--- config.mk ---
export PLATFORM = sky130hd
export DESIGN_NAME = tinyqv_nibble_sequencer_flat
export DESIGN_NICKNAME = d
export VERILOG_FILES = /design/src/rtl/tinyqv_nibble_sequencer_if.sv /design/src/rtl/tinyqv_nibble_sequencer.sv /design/src/flat_wrapper.sv
export SDC_FILE = /design/constraint.sdc
export NUM_CORES = 1
export LEC_CHECK = 0
export CAP_MARGIN = 20
export CORE_AREA = 2 2 39 41
export DETAILED_ROUTE_END_ITERATION = 16
export DIE_AREA = 0 0 41 43
export MAX_ROUTING_LAYER = met4
export PLACE_DENSITY_LB_ADDON = 0.25
export SYNTH_ARGS = -nofsm -noshare
export SYNTH_HDL_FRONTEND = slang
export SYNTH_SLANG_ARGS = --single-unit
--- constraint.sdc ---
create_clock -name clk -period 2.25 [get_ports clk]
set_clock_uncertainty 0.1 [all_clocks]
set_input_delay 0.45 -clock clk [delete_from_list [all_inputs] [get_ports clk]]
set_output_delay 0.45 -clock clk [all_outputs]
set_load 0.03 [all_outputs]
--- src/rtl/tinyqv_nibble_sequencer_if.sv ---
// ============================================================================
//  Module      : tinyqv_nibble_sequencer_if
//  Description : Sequencer <-> core/memory signal bundle. The slave modport is
//                the sequencer's view; the master modport is the core side.
//  Revision    : 1.0 - initial release
// ============================================================================
`default_nettype none

interface tinyqv_nibble_sequencer_if;
    logic       i_instr_valid;
    logic       i_is_load;
    logic       i_is_store;
    logic       i_branch;
    logic       i_mem_ready;
    logic [2:0] o_nibble;
    logic       o_core_en;
    logic       o_instr_ack;
    logic       o_mem_req;
    logic       o_mem_we;
    logic       o_pc_inc;
    logic       o_flush;
    logic       o_busy;
    logic       o_bus_err;

    modport slave (
        input  i_instr_valid, i_is_load, i_is_store, i_branch, i_mem_ready,
        output o_nibble, o_core_en, o_instr_ack, o_mem_req, o_mem_we,
        output o_pc_inc, o_flush, o_busy, o_bus_err
    );

    modport master (
        output i_instr_valid, i_is_load, i_is_store, i_branch, i_mem_ready,
        input  o_nibble, o_core_en, o_instr_ack, o_mem_req, o_mem_we,
        input  o_pc_inc, o_flush, o_busy, o_bus_err
    );
endinterface

`default_nettype wire

--- src/rtl/tinyqv_nibble_sequencer.sv ---
// ============================================================================
//  Module      : tinyqv_nibble_sequencer
//  Description : Nibble-serial execution sequencer. Steps the core through
//                eight nibbles per instruction, parks in MEM_WAIT for memory
//                ops, replays eight nibbles for load data, and issues
//                pc_inc/flush/instr_ack at completion.
//                Optional memory-wait timeout: define TINYQV_SEQ_TIMEOUT_EN.
//  Revision    : 1.0 - initial release
// ============================================================================
`default_nettype none

module tinyqv_nibble_sequencer #(
    parameter int unsigned TIMEOUT_CYCLES = 255
) (
    input  wire logic               clk,
    input  wire logic               rstn,
    tinyqv_nibble_sequencer_if.slave bus
);

    localparam logic [1:0] c_IDLE     = 2'd0;
    localparam logic [1:0] c_EXEC     = 2'd1;
    localparam logic [1:0] c_MEM_WAIT = 2'd2;
    localparam logic [1:0] c_LOAD     = 2'd3;

    logic [1:0] r_state;
    logic [2:0] r_nibble;

    logic [1:0] w_next_state;
    logic [2:0] w_next_nibble;
    logic       w_core_en;
    logic       w_instr_ack;
    logic       w_mem_req;
    logic       w_mem_we;
    logic       w_pc_inc;
    logic       w_flush;
    logic       w_complete;
    logic       w_use_branch;
    logic       w_timeout;

    // TIMEOUT_CYCLES must lie in 1..255; anything else is a configuration error.
    if (TIMEOUT_CYCLES < 1 || TIMEOUT_CYCLES > 255) begin : g_timeout_cfg_invalid
    end

`ifdef TINYQV_SEQ_TIMEOUT_EN
    // The wait counter holds the number of MEM_WAIT cycles already spent
    // without mem_ready, so the abort fires in wait cycle TIMEOUT_CYCLES.
    localparam logic [7:0] c_TIMEOUT_LAST = 8'(TIMEOUT_CYCLES - 1);
    logic [7:0] r_wait_cnt;

    // Count unacknowledged wait cycles; zero whenever outside MEM_WAIT.
    always_ff @(posedge clk) begin
        if (!rstn || r_state != c_MEM_WAIT) begin
            r_wait_cnt <= 8'd0;
        end else if (!bus.i_mem_ready) begin
            r_wait_cnt <= r_wait_cnt + 8'd1;
        end
    end

    assign w_timeout = (r_state == c_MEM_WAIT) && !bus.i_mem_ready &&
                       (r_wait_cnt == c_TIMEOUT_LAST);
`else
    assign w_timeout = 1'b0;
`endif

    // Next-state, nibble and pulse decode; completion is shared by all paths.
    always_comb begin
        w_next_state  = r_state;
        w_next_nibble = r_nibble;
        w_core_en     = 1'b0;
        w_instr_ack   = 1'b0;
        w_mem_req     = 1'b0;
        w_mem_we      = 1'b0;
        w_pc_inc      = 1'b0;
        w_flush       = 1'b0;
        w_complete    = 1'b0;
        w_use_branch  = 1'b0;

        case (r_state)
            c_IDLE: begin
                if (bus.i_instr_valid) begin
                    w_instr_ack   = 1'b1;
                    w_next_state  = c_EXEC;
                    w_next_nibble = 3'd0;
                end
            end
            c_EXEC: begin
                w_core_en     = 1'b1;
                w_next_nibble = r_nibble + 3'd1;
                if (r_nibble == 3'd7) begin
                    if (bus.i_is_load || bus.i_is_store) begin
                        w_next_state = c_MEM_WAIT;
                    end else begin
                        w_complete   = 1'b1;
                        w_use_branch = 1'b1;
                    end
                end
            end
            c_MEM_WAIT: begin
                w_mem_req = 1'b1;
                // A load takes priority when both qualifiers are set.
                w_mem_we  = bus.i_is_store && !bus.i_is_load;
                if (bus.i_mem_ready) begin
                    if (bus.i_is_load) begin
                        w_next_state  = c_LOAD;
                        w_next_nibble = 3'd0;
                    end else begin
                        w_complete = 1'b1;
                    end
                end else if (w_timeout) begin
                    w_next_state  = c_IDLE;
                    w_next_nibble = 3'd0;
                end
            end
            c_LOAD: begin
                w_core_en     = 1'b1;
                w_next_nibble = r_nibble + 3'd1;
                if (r_nibble == 3'd7) begin
                    w_complete = 1'b1;
                end
            end
            default: begin
                w_next_state  = c_IDLE;
                w_next_nibble = 3'd0;
            end
        endcase

        // Memory completions always advance the PC; only ALU/branch ops flush.
        if (w_complete) begin
            w_flush       = w_use_branch && bus.i_branch;
            w_pc_inc      = !(w_use_branch && bus.i_branch);
            w_next_nibble = 3'd0;
            if (bus.i_instr_valid) begin
                w_instr_ack  = 1'b1;
                w_next_state = c_EXEC;
            end else begin
                w_next_state = c_IDLE;
            end
        end
    end

    // State and nibble registers with synchronous active-low reset.
    always_ff @(posedge clk) begin
        if (!rstn) begin
            r_state  <= c_IDLE;
            r_nibble <= 3'd0;
        end else begin
            r_state  <= w_next_state;
            r_nibble <= w_next_nibble;
        end
    end

    // Outputs are forced low while reset is asserted so instr_valid is ignored.
    assign bus.o_nibble    = rstn ? r_nibble : 3'd0;
    assign bus.o_core_en   = rstn && w_core_en;
    assign bus.o_instr_ack = rstn && w_instr_ack;
    assign bus.o_mem_req   = rstn && w_mem_req;
    assign bus.o_mem_we    = rstn && w_mem_we;
    assign bus.o_pc_inc    = rstn && w_pc_inc;
    assign bus.o_flush     = rstn && w_flush;
    assign bus.o_busy      = rstn && (r_state != c_IDLE);
    assign bus.o_bus_err   = rstn && w_timeout;

endmodule

`default_nettype wire

--- src/flat_wrapper.sv ---
// flat-port wrapper written by rule: the top's interface ports become plain ports
module tinyqv_nibble_sequencer_flat 
#(
    parameter int unsigned TIMEOUT_CYCLES = 255
)
  (clk, rstn, bus_i_instr_valid, bus_i_is_load, bus_i_is_store, bus_i_branch, bus_i_mem_ready, bus_o_nibble, bus_o_core_en, bus_o_instr_ack, bus_o_mem_req, bus_o_mem_we, bus_o_pc_inc, bus_o_flush, bus_o_busy, bus_o_bus_err);
  tinyqv_nibble_sequencer_if bus_i ();
  input  wire logic clk;
  input  wire logic rstn;
  input wire logic [$bits(bus_i.i_instr_valid)-1:0] bus_i_instr_valid;
  input wire logic [$bits(bus_i.i_is_load)-1:0] bus_i_is_load;
  input wire logic [$bits(bus_i.i_is_store)-1:0] bus_i_is_store;
  input wire logic [$bits(bus_i.i_branch)-1:0] bus_i_branch;
  input wire logic [$bits(bus_i.i_mem_ready)-1:0] bus_i_mem_ready;
  output wire logic [$bits(bus_i.o_nibble)-1:0] bus_o_nibble;
  output wire logic [$bits(bus_i.o_core_en)-1:0] bus_o_core_en;
  output wire logic [$bits(bus_i.o_instr_ack)-1:0] bus_o_instr_ack;
  output wire logic [$bits(bus_i.o_mem_req)-1:0] bus_o_mem_req;
  output wire logic [$bits(bus_i.o_mem_we)-1:0] bus_o_mem_we;
  output wire logic [$bits(bus_i.o_pc_inc)-1:0] bus_o_pc_inc;
  output wire logic [$bits(bus_i.o_flush)-1:0] bus_o_flush;
  output wire logic [$bits(bus_i.o_busy)-1:0] bus_o_busy;
  output wire logic [$bits(bus_i.o_bus_err)-1:0] bus_o_bus_err;
  assign bus_i.i_instr_valid = bus_i_instr_valid;
  assign bus_i.i_is_load = bus_i_is_load;
  assign bus_i.i_is_store = bus_i_is_store;
  assign bus_i.i_branch = bus_i_branch;
  assign bus_i.i_mem_ready = bus_i_mem_ready;
  assign bus_o_nibble = bus_i.o_nibble;
  assign bus_o_core_en = bus_i.o_core_en;
  assign bus_o_instr_ack = bus_i.o_instr_ack;
  assign bus_o_mem_req = bus_i.o_mem_req;
  assign bus_o_mem_we = bus_i.o_mem_we;
  assign bus_o_pc_inc = bus_i.o_pc_inc;
  assign bus_o_flush = bus_i.o_flush;
  assign bus_o_busy = bus_i.o_busy;
  assign bus_o_bus_err = bus_i.o_bus_err;
  tinyqv_nibble_sequencer #(.TIMEOUT_CYCLES(TIMEOUT_CYCLES)) u_core (.clk(clk), .rstn(rstn), .bus(bus_i));
endmodule
==> results.ini <==
[clock_network]
htreeDepth = 1
cts_max_path_buffers = 2
clk_latency_ns = 0.24
cts-hold-fix-buffers = 0
numCtsBuffers = 3
root_buffer = clkbuf_4
post_cts.repair.setup_buffers = 0
path_clk_slew_ns = 0.05
post_cts_resize_count = 1
cts_tree = yes
cts.sinks = 5

[power_and_ir_drop]
p_per_area_nw_per_um2 = 917.8
ir_drop_uv = 482.5
p_leak_uw = 0.0003457

[route]
post-route-drc-count = 0
dr.pass1.iters = 3
routedWlPerCell_um = 11.26
via_count = 484
drt_wl_total_um = 1092
post_drt_via_cell_ratio = 4.990
postRouteAntennaNets = 0
drt_iter0_markers = 7

[flow_run]
cap_viol_max_count = 0

[logic_synthesis]
synth_top_cell_area_share_pct = 20.25
synth-seq-cells = 5
synth_fp_nets = 72
synth_fa_ha_area_share_pct = 17.72
synth_compound_area_share_pct = 26.58
synth_area_leaders = dfxtp_1 (20%), ha_1 (18%), a21oi_1 (5.1%)
synthCells = 58
synth-simple-area-share_pct = 30.89
avgSynthCellArea_um2 = 8.521
synth_xor_area_share_pct = 0
ys_warn_count = 0
yosysSeqAreaShare_pct = 20.25
synth_top_area_cell = dfxtp_1
synth_enable_flop_cells = 0
synth_top_family_by_area = simple AND/OR/NAND/NOR gates
ys_types = 29
synth_mux_area_share_pct = 0
ys.flop_type = dfxtp_1
async_flop_share_pct = 0
syn-cell-area_um2 = 494.2

[layout]
final_area_um2 = 708.2
nFillCells = 131
nets = 96
diodes = 0
syn2layout_area_growth_pct = 43.29
drive_above_1_share_pct = 33.33

[setup_path]
path_buf_inv = 2
cpPeakStageDelay_ns = 0.53
crit_family = buffers and inverters
crit_chain = clkdlybuf4s50_1 -> nand4bb_1 -> nand3_2 -> o211a_1 -> buf_4
crit_arrival_ns = 1.62
cp-end-kind = output port
startpoint_type = input pin
critPathKind = input pin to output port
worstPathMaxFanout = 5
worstPathRequired_ns = 1.70
critPathSlowestCell = clkdlybuf4s50_1

[sta]
period_minus_slack_ns = 2.168
rsz0062_at_grt = no
drv_slew = 0
setup_violations = 0
tns_ns = 0
fin_crit_sh_pct = 96.35
fmax_mhz = 461.3
finalHoldViolCount = 0

[die]
dieArea_um2 = 1763
io_pins = 18
initial_utilization_pct = 35.71
die_h_um = 43
fp.dieW_um = 41
coreArea_um2 = 1384
std_cell_rows = 14

[placed_design]
postPlaceCellArea_um2 = 671.9
place_congestion = 0.6890
dp_hpwl_um = 883.4
portBuffers = 16

[global_route]
track_usage_pct = 14.62
gr-total-overflow = 0
antenna_found_initial = 0
grt_pass1_wl_um = 1759
grt_pass1_vias = 392
grt_max_degree = 8

[worst_hold_path]
worstHoldPathType = flip-flop to flip-flop

[outcome]
status = finished clean

## final timing paths
path | endpoint | start | slack, ns | cells after the start
hold / removal | u_core.r_nibble[1] | u_core.r_nibble[1] | 0.37 | 2
setup / recovery | bus_o_instr_ack | bus_i_is_load | 0.08 | 5
setup reg to reg | u_core.r_state[0] | u_core.r_state[1] | 0.52 | 7
hold reg to reg | u_core.r_nibble[1] | u_core.r_nibble[1] | 0.37 | 2
## power by group
part / internal, µW / leakage [µW] / switching (µW)
clock: 64.3 / 0.0000177 / 36.7
sequential: 111 / 0.0000410 / 20.8
combinational: 191 / 0.000287 / 227
total: 365 / 0.000346 / 285
## metal layers
layer	vias up	wire length, µm	global-route usage, %
li1	255	-	-
met1	213	505	20.32
met2	16	496	20.00
met3	0	89	6.283
met4	0	0	2.000
met5	-	0	-
## synth_stat cells (all sizes together), types with 2 or more instances
cell type,number
a21oi,6
and2,4
and2b,2
and3,4
dfxtp,5
ha,7
inv,3
nand2,6
nand3,2
nor2,2
o211ai,2
## layout make-up
| class | instances | area [µm²] | area share (%) |
|---|---|---|---|
| clock buffer | 3 | 22.52 | 3.180 |
| clock inverter | 1 | 5.005 | 0.7067 |
| inverter | 3 | 11.26 | 1.590 |
| multi-input combinational | 49 | 382.9 | 54.06 |
| sequential | 5 | 101.3 | 14.31 |
| tap | 16 | 20.02 | 2.827 |
| timing repair buffer | 20 | 165.2 | 23.32 |
## state kept, by name (all words and copies together), names as in the netlist
signal           cells
u_core.r_nibble      3
u_core.r_state       2
## layout by cell type (no fill, tap or decap), types with 2 or more instances in the layout
master            n
a21oi_1           5
nand2_1           6
ha_1              6
o211ai_1          2
and3_1            4
buf_4            14
clkbuf_4          3
clkdlybuf4s50_1   6
inv_1             3
dfxtp_1           4
and2_1            4
## tightest hold or removal path, stage by stage, from the launching register on
cell and delay, ns:
dfxtp_1 0.31, nand2_1 0.05, a21oi_1 0.05
## logic make-up (layout without fill, tap and decap cells)
family          Yosys count  count (layout)
simple gates             25              25
fa+ha+maj                 7               7
flops                     5               5
compound gates           16              16
other cells               1               1
buf+inv                   4              27
## stage by stage
| stage | cells | power [µW] | util [%] | worst slack (ns) | hold WS (ns) |
|---|---|---|---|---|---|
| after floorplan | 58 | 431.7 | - | 0.07714 | 0.3441 |
| after global placement | 93 | 545.9 | 48.55 | 0.08923 | 0.3619 |
| after detailed placement | 93 | 545.0 | 48.55 | 0.06274 | 0.3678 |
| after CTS | 97 | 652.9 | 50.63 | 0.05340 | 0.3747 |
| after global routing | 97 | 719.1 | 51.18 | 0.003075 | 0.4142 |
| final | 97 | 650.0 | 51.18 | 0.08207 | 0.3711 |
No activity file was read; power rests on OpenSTA's default activity.
